<file path="src/rtl/fft_stage_sequencer.sv">
// fft_stage_sequencer: initiator-side controller for the 64-point FFT stage
// counter. Launches the counter once per butterfly stage, advances the one-hot
// span on each new_stage response, and reports completion, watchdog timeout and
// protocol (unexpected new_stage) errors to the FFT top-level control.
//
// Ports:
//   clk          system clock, rising edge
//   rst          synchronous active-high reset
//   go           one-cycle transform request, honoured only when idle
//   abort        cancel the current transform, honoured when not idle
//   new_stage    end-of-stage pulse from the counter
//   count        counter output value, observation only
//   start        one-cycle launch pulse to the counter
//   stage        one-hot butterfly span to the counter
//   stage_idx    index of the current stage
//   busy         high while launching or running a stage
//   done         one-cycle pulse after the last stage completes
//   err_timeout  sticky watchdog error, cleared by the next accepted go
//   err_seq      sticky protocol error, cleared by the next accepted go
module fft_stage_sequencer #(
  parameter int unsigned NUM_STAGES = 6,
  parameter int unsigned STAGE_W    = 6,
  parameter int unsigned TIMEOUT    = 128
) (
  input  logic               clk,
  input  logic               rst,
  input  logic               go,
  input  logic               abort,
  input  logic               new_stage,
  input  logic [5:0]         count,
  output logic               start,
  output logic [STAGE_W-1:0] stage,
  output logic [2:0]         stage_idx,
  output logic               busy,
  output logic               done,
  output logic               err_timeout,
  output logic               err_seq
);

  localparam int unsigned TMR_W = $clog2(TIMEOUT + 1);

  localparam logic [TMR_W-1:0]   TMR_LAST    = TMR_W'(TIMEOUT - 1);
  localparam logic [2:0]         IDX_LAST    = 3'(NUM_STAGES - 1);
  localparam logic [STAGE_W-1:0] STAGE_FIRST = STAGE_W'(1);

  localparam logic [1:0] IDLE   = 2'd0;
  localparam logic [1:0] LAUNCH = 2'd1;
  localparam logic [1:0] RUN    = 2'd2;
  localparam logic [1:0] DONE   = 2'd3;

  logic [1:0]         state;
  logic [1:0]         state_nxt;
  logic [TMR_W-1:0]   timer;
  logic [TMR_W-1:0]   timer_nxt;
  logic [STAGE_W-1:0] stage_nxt;
  logic [2:0]         idx_nxt;
  logic               err_timeout_nxt;
  logic               err_seq_nxt;

  // count is a debug observation point only; fold it so it is not flagged unused
  logic unused_count;
  assign unused_count = ^count;

  // State, watchdog and registered outputs
  always_ff @(posedge clk) begin
    if (rst) begin
      state       <= IDLE;
      timer       <= '0;
      start       <= 1'b0;
      stage       <= '0;
      stage_idx   <= '0;
      busy        <= 1'b0;
      done        <= 1'b0;
      err_timeout <= 1'b0;
      err_seq     <= 1'b0;
    end else begin
      state       <= state_nxt;
      timer       <= timer_nxt;
      start       <= (state_nxt == LAUNCH);
      stage       <= stage_nxt;
      stage_idx   <= idx_nxt;
      busy        <= (state_nxt == LAUNCH) || (state_nxt == RUN);
      done        <= (state_nxt == DONE);
      err_timeout <= err_timeout_nxt;
      err_seq     <= err_seq_nxt;
    end
  end

  // Next-state, span, watchdog and error-flag logic
  always_comb begin
    state_nxt       = state;
    timer_nxt       = '0;
    stage_nxt       = stage;
    idx_nxt         = stage_idx;
    err_timeout_nxt = err_timeout;
    err_seq_nxt     = err_seq;

    case (state)
      IDLE: begin
        if (go) begin
          state_nxt       = LAUNCH;
          stage_nxt       = STAGE_FIRST;
          idx_nxt         = '0;
          err_timeout_nxt = 1'b0;
          err_seq_nxt     = 1'b0;
        end
      end

      LAUNCH: begin
        state_nxt = RUN;
      end

      RUN: begin
        timer_nxt = timer + TMR_W'(1);
        // new_stage takes priority over a watchdog expiry in the same cycle
        if (new_stage) begin
          timer_nxt = '0;
          if (stage_idx == IDX_LAST) begin
            state_nxt = DONE;
          end else begin
            state_nxt = LAUNCH;
            stage_nxt = {stage[STAGE_W-2:0], 1'b0};
            idx_nxt   = stage_idx + 3'd1;
          end
        end else if (timer == TMR_LAST) begin
          state_nxt       = IDLE;
          stage_nxt       = '0;
          idx_nxt         = '0;
          err_timeout_nxt = 1'b1;
        end
      end

      DONE: begin
        state_nxt = IDLE;
        stage_nxt = '0;
        idx_nxt   = '0;
      end

      default: begin
        state_nxt = IDLE;
        stage_nxt = '0;
        idx_nxt   = '0;
      end
    endcase

    // Abort overrides every in-flight transition, including a watchdog expiry
    if (abort && (state != IDLE)) begin
      state_nxt       = IDLE;
      stage_nxt       = '0;
      idx_nxt         = '0;
      timer_nxt       = '0;
      err_timeout_nxt = err_timeout;
    end

    // new_stage is only legal while a stage is running
    if (new_stage && (state != RUN)) begin
      err_seq_nxt = 1'b1;
    end
  end

endmodule

</file>
<file path="config.mk">
export PLATFORM = sky130hd
export DESIGN_NAME = fft_stage_sequencer
export DESIGN_NICKNAME = d
export VERILOG_FILES = /design/src/rtl/fft_stage_sequencer.sv
export SDC_FILE = /design/constraint.sdc
export NUM_CORES = 1
export LEC_CHECK = 0
export CAP_MARGIN = 20
export CORE_AREA = 4 4 52 54
export CTS_BUF_LIST = sky130_fd_sc_hd__clkbuf_4
export CTS_CLUSTER_DIAMETER = 150
export DETAILED_ROUTE_END_ITERATION = 12
export DIE_AREA = 0 0 56 58
export GPL_TIMING_DRIVEN = 0
export PLACE_DENSITY = 0.9
export SKIP_LAST_GASP = 1
export SLEW_MARGIN = 20
export SYNTH_ARGS = -nofsm -noshare
export SYNTH_HDL_FRONTEND = slang
export SYNTH_SLANG_ARGS = --single-unit
export TNS_END_PERCENT = 10
</file>
<file path="constraint.sdc">
create_clock -name clk -period 2.9 [get_ports clk]
set_clock_uncertainty 0.2 [all_clocks]
set_input_delay 0.29 -clock clk [delete_from_list [all_inputs] [get_ports clk]]
set_output_delay 0.29 -clock clk [all_outputs]
set_load 0.01 [all_outputs]
</file>
Word level (Yosys, flattened, before mapping)
Index checks and enable logic that the tools add are counted.
{"block": "totals", "regBits": 24, "out_inout_bits": 14, "in_bits": 11, "wordCells": 63}
{"block": "classes", "reduce_logical": 14, "muxes": 22, "bitwise_logic": 2, "n_addsub": 2, "n_eq_ne": 14}
{"op": "$mux W6", "n": 4}
{"op": "$pmux W6 S3", "n": 1}
{"op": "$mux W3", "n": 4}
{"op": "$mux W2", "n": 5}
{"op": "$pmux W3 S3", "n": 1}
{"op": "$add A8 B1 Y8 const B", "n": 1}
{"op": "$eq A2 B2 Y1 const B", "n": 4}
{"op": "$eq A8 B7 Y1 const B", "n": 1}
{"op": "$ne A2 B2 Y1 const B", "n": 4}
{"op": "$pmux W2 S4", "n": 1}
{"op": "$reduce_bool A2 Y1", "n": 4}
{"op": "$ne A3 B3 Y1 const B", "n": 2}
{"op": "$mux W1", "n": 5}
{"op": "$reduce_and A5 Y1", "n": 1}
{"op": "$eq A2 B1 Y1 const B", "n": 2}
{"op": "$reduce_and A4 Y1", "n": 1}
{"op": "$reduce_or A4 Y1", "n": 1}
{"op": "$add A3 B1 Y3 const B", "n": 1}
{"op": "$eq A3 B3 Y1 const B", "n": 1}
{"op": "$reduce_bool A3 Y1", "n": 1}
{"op": "$logic_and A1 B1 Y1", "n": 2}
{"op": "$logic_not A2 Y1", "n": 1}
{"op": "$not A1 Y1", "n": 2}
{"op": "$pmux W1 S2", "n": 1}
{"op": "other kinds (3)", "n": 3}

Longest topological paths before layout
{"block": "depth", "depth_word": 7, "depth_mapped": 8, "ltp_nobuf": 8}

Worst setup path after synthesis
Ideal clock, no wire load.
{"block": "synth_timing", "path_kind": "reg-to-reg", "from": "register timer[0]", "to": "register busy", "setup_time_ns": 0.064, "slack_ns": 0.729, "t_arrival_ns": 1.907, "required_ns": 2.636, "path_stages_with_launch": 8, "n_path_buf": 0, "period_less_slack_ns": 2.171, "path_cell_list": "dfxtp_1 > ha_1 > nand3_2 > or3_2 > a311oi_1 > nor3_1 > ha_1 > nor2_1"}
{"block": "synth_via", "elab_chain_len": 7, "elab_cells_between_ends": 8, "cone_classes": "eq/ne (3); mux (4); reduce/logical (1)"}
{"element": "start, declared", "line_no": "53", "source": "logic [TMR_W-1:0] timer;"}
{"element": "start signal, assigned", "line_no": "78", "source": "timer <= timer_nxt;"}
{"element": "$eq A8 B7 Y1 *", "line_no": "125", "source": "end else if (timer == TMR_LAST) begin"}
{"element": "$mux W2 *", "line_no": "125"}
{"element": "$mux W2 *", "line_no": "116", "source": "if (new_stage) begin"}
{"element": "$pmux W2 S4 *", "line_no": "98", "source": "case (state)"}
{"element": "$mux W2 *", "line_no": "147", "source": "if (abort && (state != IDLE)) begin"}
{"element": "via state_nxt[0]", "line_no": "52", "source": "logic [1:0] state_nxt;"}
{"element": "$eq A2 B1 Y1 or $eq A2 B2 Y1 (tied branches)", "line_no": "82", "source": "busy <= (state_nxt == LAUNCH) || (state_nxt == RUN);"}
{"element": "$logic_or A1 B1 Y1 *", "line_no": "82"}
{"element": "end signal, assigned", "line_no": "82"}
{"element": "end, declared", "line_no": "34", "source": "output logic busy,"}
The timed path passes the listed nets; every way through them passes the cells marked *.
A chain may end at the register's enable or synchronous reset.

Worst setup path after layout
{"block": "layout_timing", "from": "register state[1]", "to": "register busy"}
{"block": "layout_via", "elab_chain_len": 6, "elab_cells_between_ends": 14, "cone_classes": "eq/ne (5); mux (5); reduce/logical (4)"}
{"element": "start, declared", "line_no": "51", "source": "logic [1:0] state;"}
{"element": "start signal, assigned", "line_no": "77", "source": "state <= state_nxt;"}
{"element": "$mux W2", "line_no": "125"}
{"element": "$mux W2", "line_no": "116"}
{"element": "$pmux W2 S4", "line_no": "98"}
{"element": "$mux W2 *", "line_no": "147"}
{"element": "$eq A2 B1 Y1 or $eq A2 B2 Y1 (tied branches)", "line_no": "82"}
{"element": "$logic_or A1 B1 Y1 *", "line_no": "82"}
Mark *: on every way between the ends. The rest lies on a longest branch, timed or not.

==> results.ini <==
[status]
status = finished clean

[synth]
synth_xor_area_share_pct = 4.71
ys_types = 35
synthSimpleGateAreaFrac_pct = 23.7
ys_warn_count = 0
ys_seq_area_share_pct = 43.0
synthMuxAreaShare_pct = 0
synth_compound_area_share_pct = 15.9
syn_inst = 123
synthAdderAreaFrac_pct = 8.97
avgSynthCellArea_um2 = 9.07
synth_seq_cells = 24
synth_top_family_by_area = simple AND/OR/NAND/NOR gates
netlist_area_um2 = 1120
syn_nets = 142

[placement]
dp.cells = 169
gp_congestion = 0.831
pre_cts_ws_ns = 0.460
dp_hpwl_mm = 1.64
io_buffers = 18

[sta]
setup_violations = 0
fmax_mhz = 418
max_slew_margin_pct = 72.3
setup_tns_ns = 0
worst_pin_slew_ns = 0.414
finalCritPeriodShare_pct = 82.5
slew_viol_final = 0
fin_crit_ns = 2.39
rsz0062_at_grt = false
worst_slack_ns = 0.507
hold_viol = 0

[clock_network]
htree_levels = 1
cts_tree = built
cts.clk_slew.worst_paths_ns = 0.12
holdBufCountCts = 0
root_buffer = clkbuf_4
cts.sinks = 24
tritoncts.num_buffers = 3
post-cts-setup-buffers = 0
cts_buffer_depth = 2
insertion_delay_ns = 0.30
cts_resized = 0

[worst_setup_path]
reg2reg_depth = 7
r2r_start = state[1]
r2r_end = busy
r2r_slack_ns = 0.51
arrival_ns = 2.44
startpoint = state[1]
crit_fanout = 10
critPathKind = reg2reg
endpoint = busy
worst_setup_path_end_kind = flip-flop
cp-start-kind = flip-flop
cp.required_ns = 2.95

[power]
internal_power_w = 0.000573
swShare_pct = 37.0
leakage_nw = 0.488
p_total_w = 0.000910
combPwrFrac_pct = 40.8
p_sw_w = 0.000337
p_clk_share_pct = 15.2
vdd_drop_max_mv = 0.373
power_density_nw_per_um2 = 672
pwr-share-seq_pct = 44.0

[grt]
grt_max_degree = 13
grt_pass1_vias = 889
grt-ovfl-total = 0
antenna_found_initial = 0
track_usage_pct = 14.5
grt_pass1_wl_mm = 3.84

[min_path]
hp-start = stage[5]
hold_class = reg2reg

[route]
top_layer_used = met4
routed_wl_mm = 2.12
wl_met1_um = 935
drt_pass1_iterations = 4
drt_iter0_drc = 16
met3_length_um = 105
wl_per_cell_um = 12.3
avgViaCountPerCell = 5.53
drc = 0
ant_nets = 0
num_vias = 952
met2_length_mm = 1.05

[layout]
multiInputGateArea_um2 = 594
nets = 165
fin_cells = 172
fill_cells = 220
synthToLayoutAreaGrowth_pct = 21.3
diodes = 0
drive_gt1_share_pct = 6.25
register_area_um2 = 480

[floorplan]
chipHeight_um = 58
dieWidth_um = 56
placementRows = 17
die_area_um2 = 3250
ios = 25
core-area_um2 = 2210
initial_core_util_pct = 50.5

[flow_run]
maxCapViolCount = 0

[registers in the layout, summed over array words and instances (netlist names)]
name	flops
busy	1
done	1
err_seq	1
err_timeout	1
stage	6
stage_idx	3
start	1
state	2
timer	8
[stage by stage]
stage                     hold WS, ns  util (%)  cell area (um^2)
final                           0.284      61.2              1350
after detailed placement        0.265      60.2              1330
after floorplan                 0.157         -              1120
after CTS                       0.284      61.2              1350
after global routing            0.302      61.2              1350
after global placement          0.242      60.2              1330
[cells in the final DEF (no fill, tap or decap), types with 2 or more instances in the layout]
master | netlist | routed
nand2b_1 | 3 | 3
nand2_1 | 6 | 6
nor2b_1 | 3 | 3
buf_6 | 2 | 2
o211ai_1 | 2 | 2
a21oi_1 | 8 | 8
xnor2_1 | 4 | 4
ha_1 | 8 | 8
nand4_1 | 7 | 7
dfxtp_1 | 24 | 24
nor2_1 | 15 | 15
or3_1 | 2 | 2
nand3_1 | 3 | 3
inv_1 | 4 | 4
clkbuf_4 | 0 | 3
and3_1 | 2 | 2
a211oi_1 | 3 | 3
clkdlybuf4s50_1 | 0 | 18
xor2_1 | 2 | 2
o21ai_0 | 8 | 8
[worst max-delay path, stage by stage (launching register included)]
cell and delay (ns):
dfxtp_1 0.49, ha_1 0.29, and2b_1 0.20, o31a_1 0.34
nor2_1 0.16, a211o_1 0.31, ha_1 0.26, nor2_1 0.09
[worst min-delay path by stage]
stage | endpoint | depth (start not counted)
6_report | stage[5] | 2
5_1_grt | stage[5] | 2
4_1_cts | stage[5] | 2
3_5_place_dp | stage[5] | 2
3_3_place_gp | timer[0] | 1
2_1_floorplan | busy | 1
[cells by family after synthesis]
logic type | Yosys count
AO/OA/AOI/OAI | 28
XOR/XNOR | 6
adder cells (fa/ha/maj) | 8
buffers and inverters | 7
flip-flops | 24
AND/OR/NAND/NOR | 50
[power groups by stage]
stage	clock [W]	combinational, W	sequential (W)
2_1_floorplan	0	0.000244	0.000416
3_3_place_gp	0	0.000364	0.000406
3_5_place_dp	0	0.000372	0.000408
4_1_cts	0.000143	0.000373	0.000400
5_1_grt	0.000155	0.000430	0.000408
6_report	0.000138	0.000371	0.000401
[synthesized netlist by cell type (all sizes together)]
library cell	number	share of area (%)
dfxtp	24	43
nor2	15	5.0
a21oi	8	3.6
ha	8	9.0
o21ai	8	3.6
nand4	7	3.9
nand2	6	2.0
inv	4	1.3
nand3	4	2.2
xnor2	4	3.1
a211oi	3	2.0
and3	3	1.8
nand2b	3	1.7
nor2b	3	1.7
or3	3	1.8
buf	2	2.0
o211ai	2	1.3
xor2	2	1.6
a211o	1	0.78
a311oi	1	0.78
a31oi	1	0.56
a32oi	1	0.78
and2	1	0.56
and2b	1	0.67
clkbuf	1	0.34
nor3	1	0.45
nor4	1	0.56
o211a	1	0.90
o31a	1	0.78
o41ai	1	0.78
or2	1	0.56
or4	1	0.67
[layout make-up]
cell class / instances / share of cell area, %
Buffer: 3 / 1.94
Timing Repair Buffer: 18 / 13.3
Sequential cell: 24 / 35.5
Inverter: 4 / 1.11
Clock buffer: 3 / 1.66
Tap cell: 28 / 2.59
Multi-Input combinational cell: 92 / 43.9
[routing by layer]
layer,GRT usage (%),vias up
met3,2.45,4
met1,17.8,440
met5,0,-
met4,6.10,0
li1,-,484
met2,25.0,24
No activity file was read; power rests on OpenSTA's default activity.
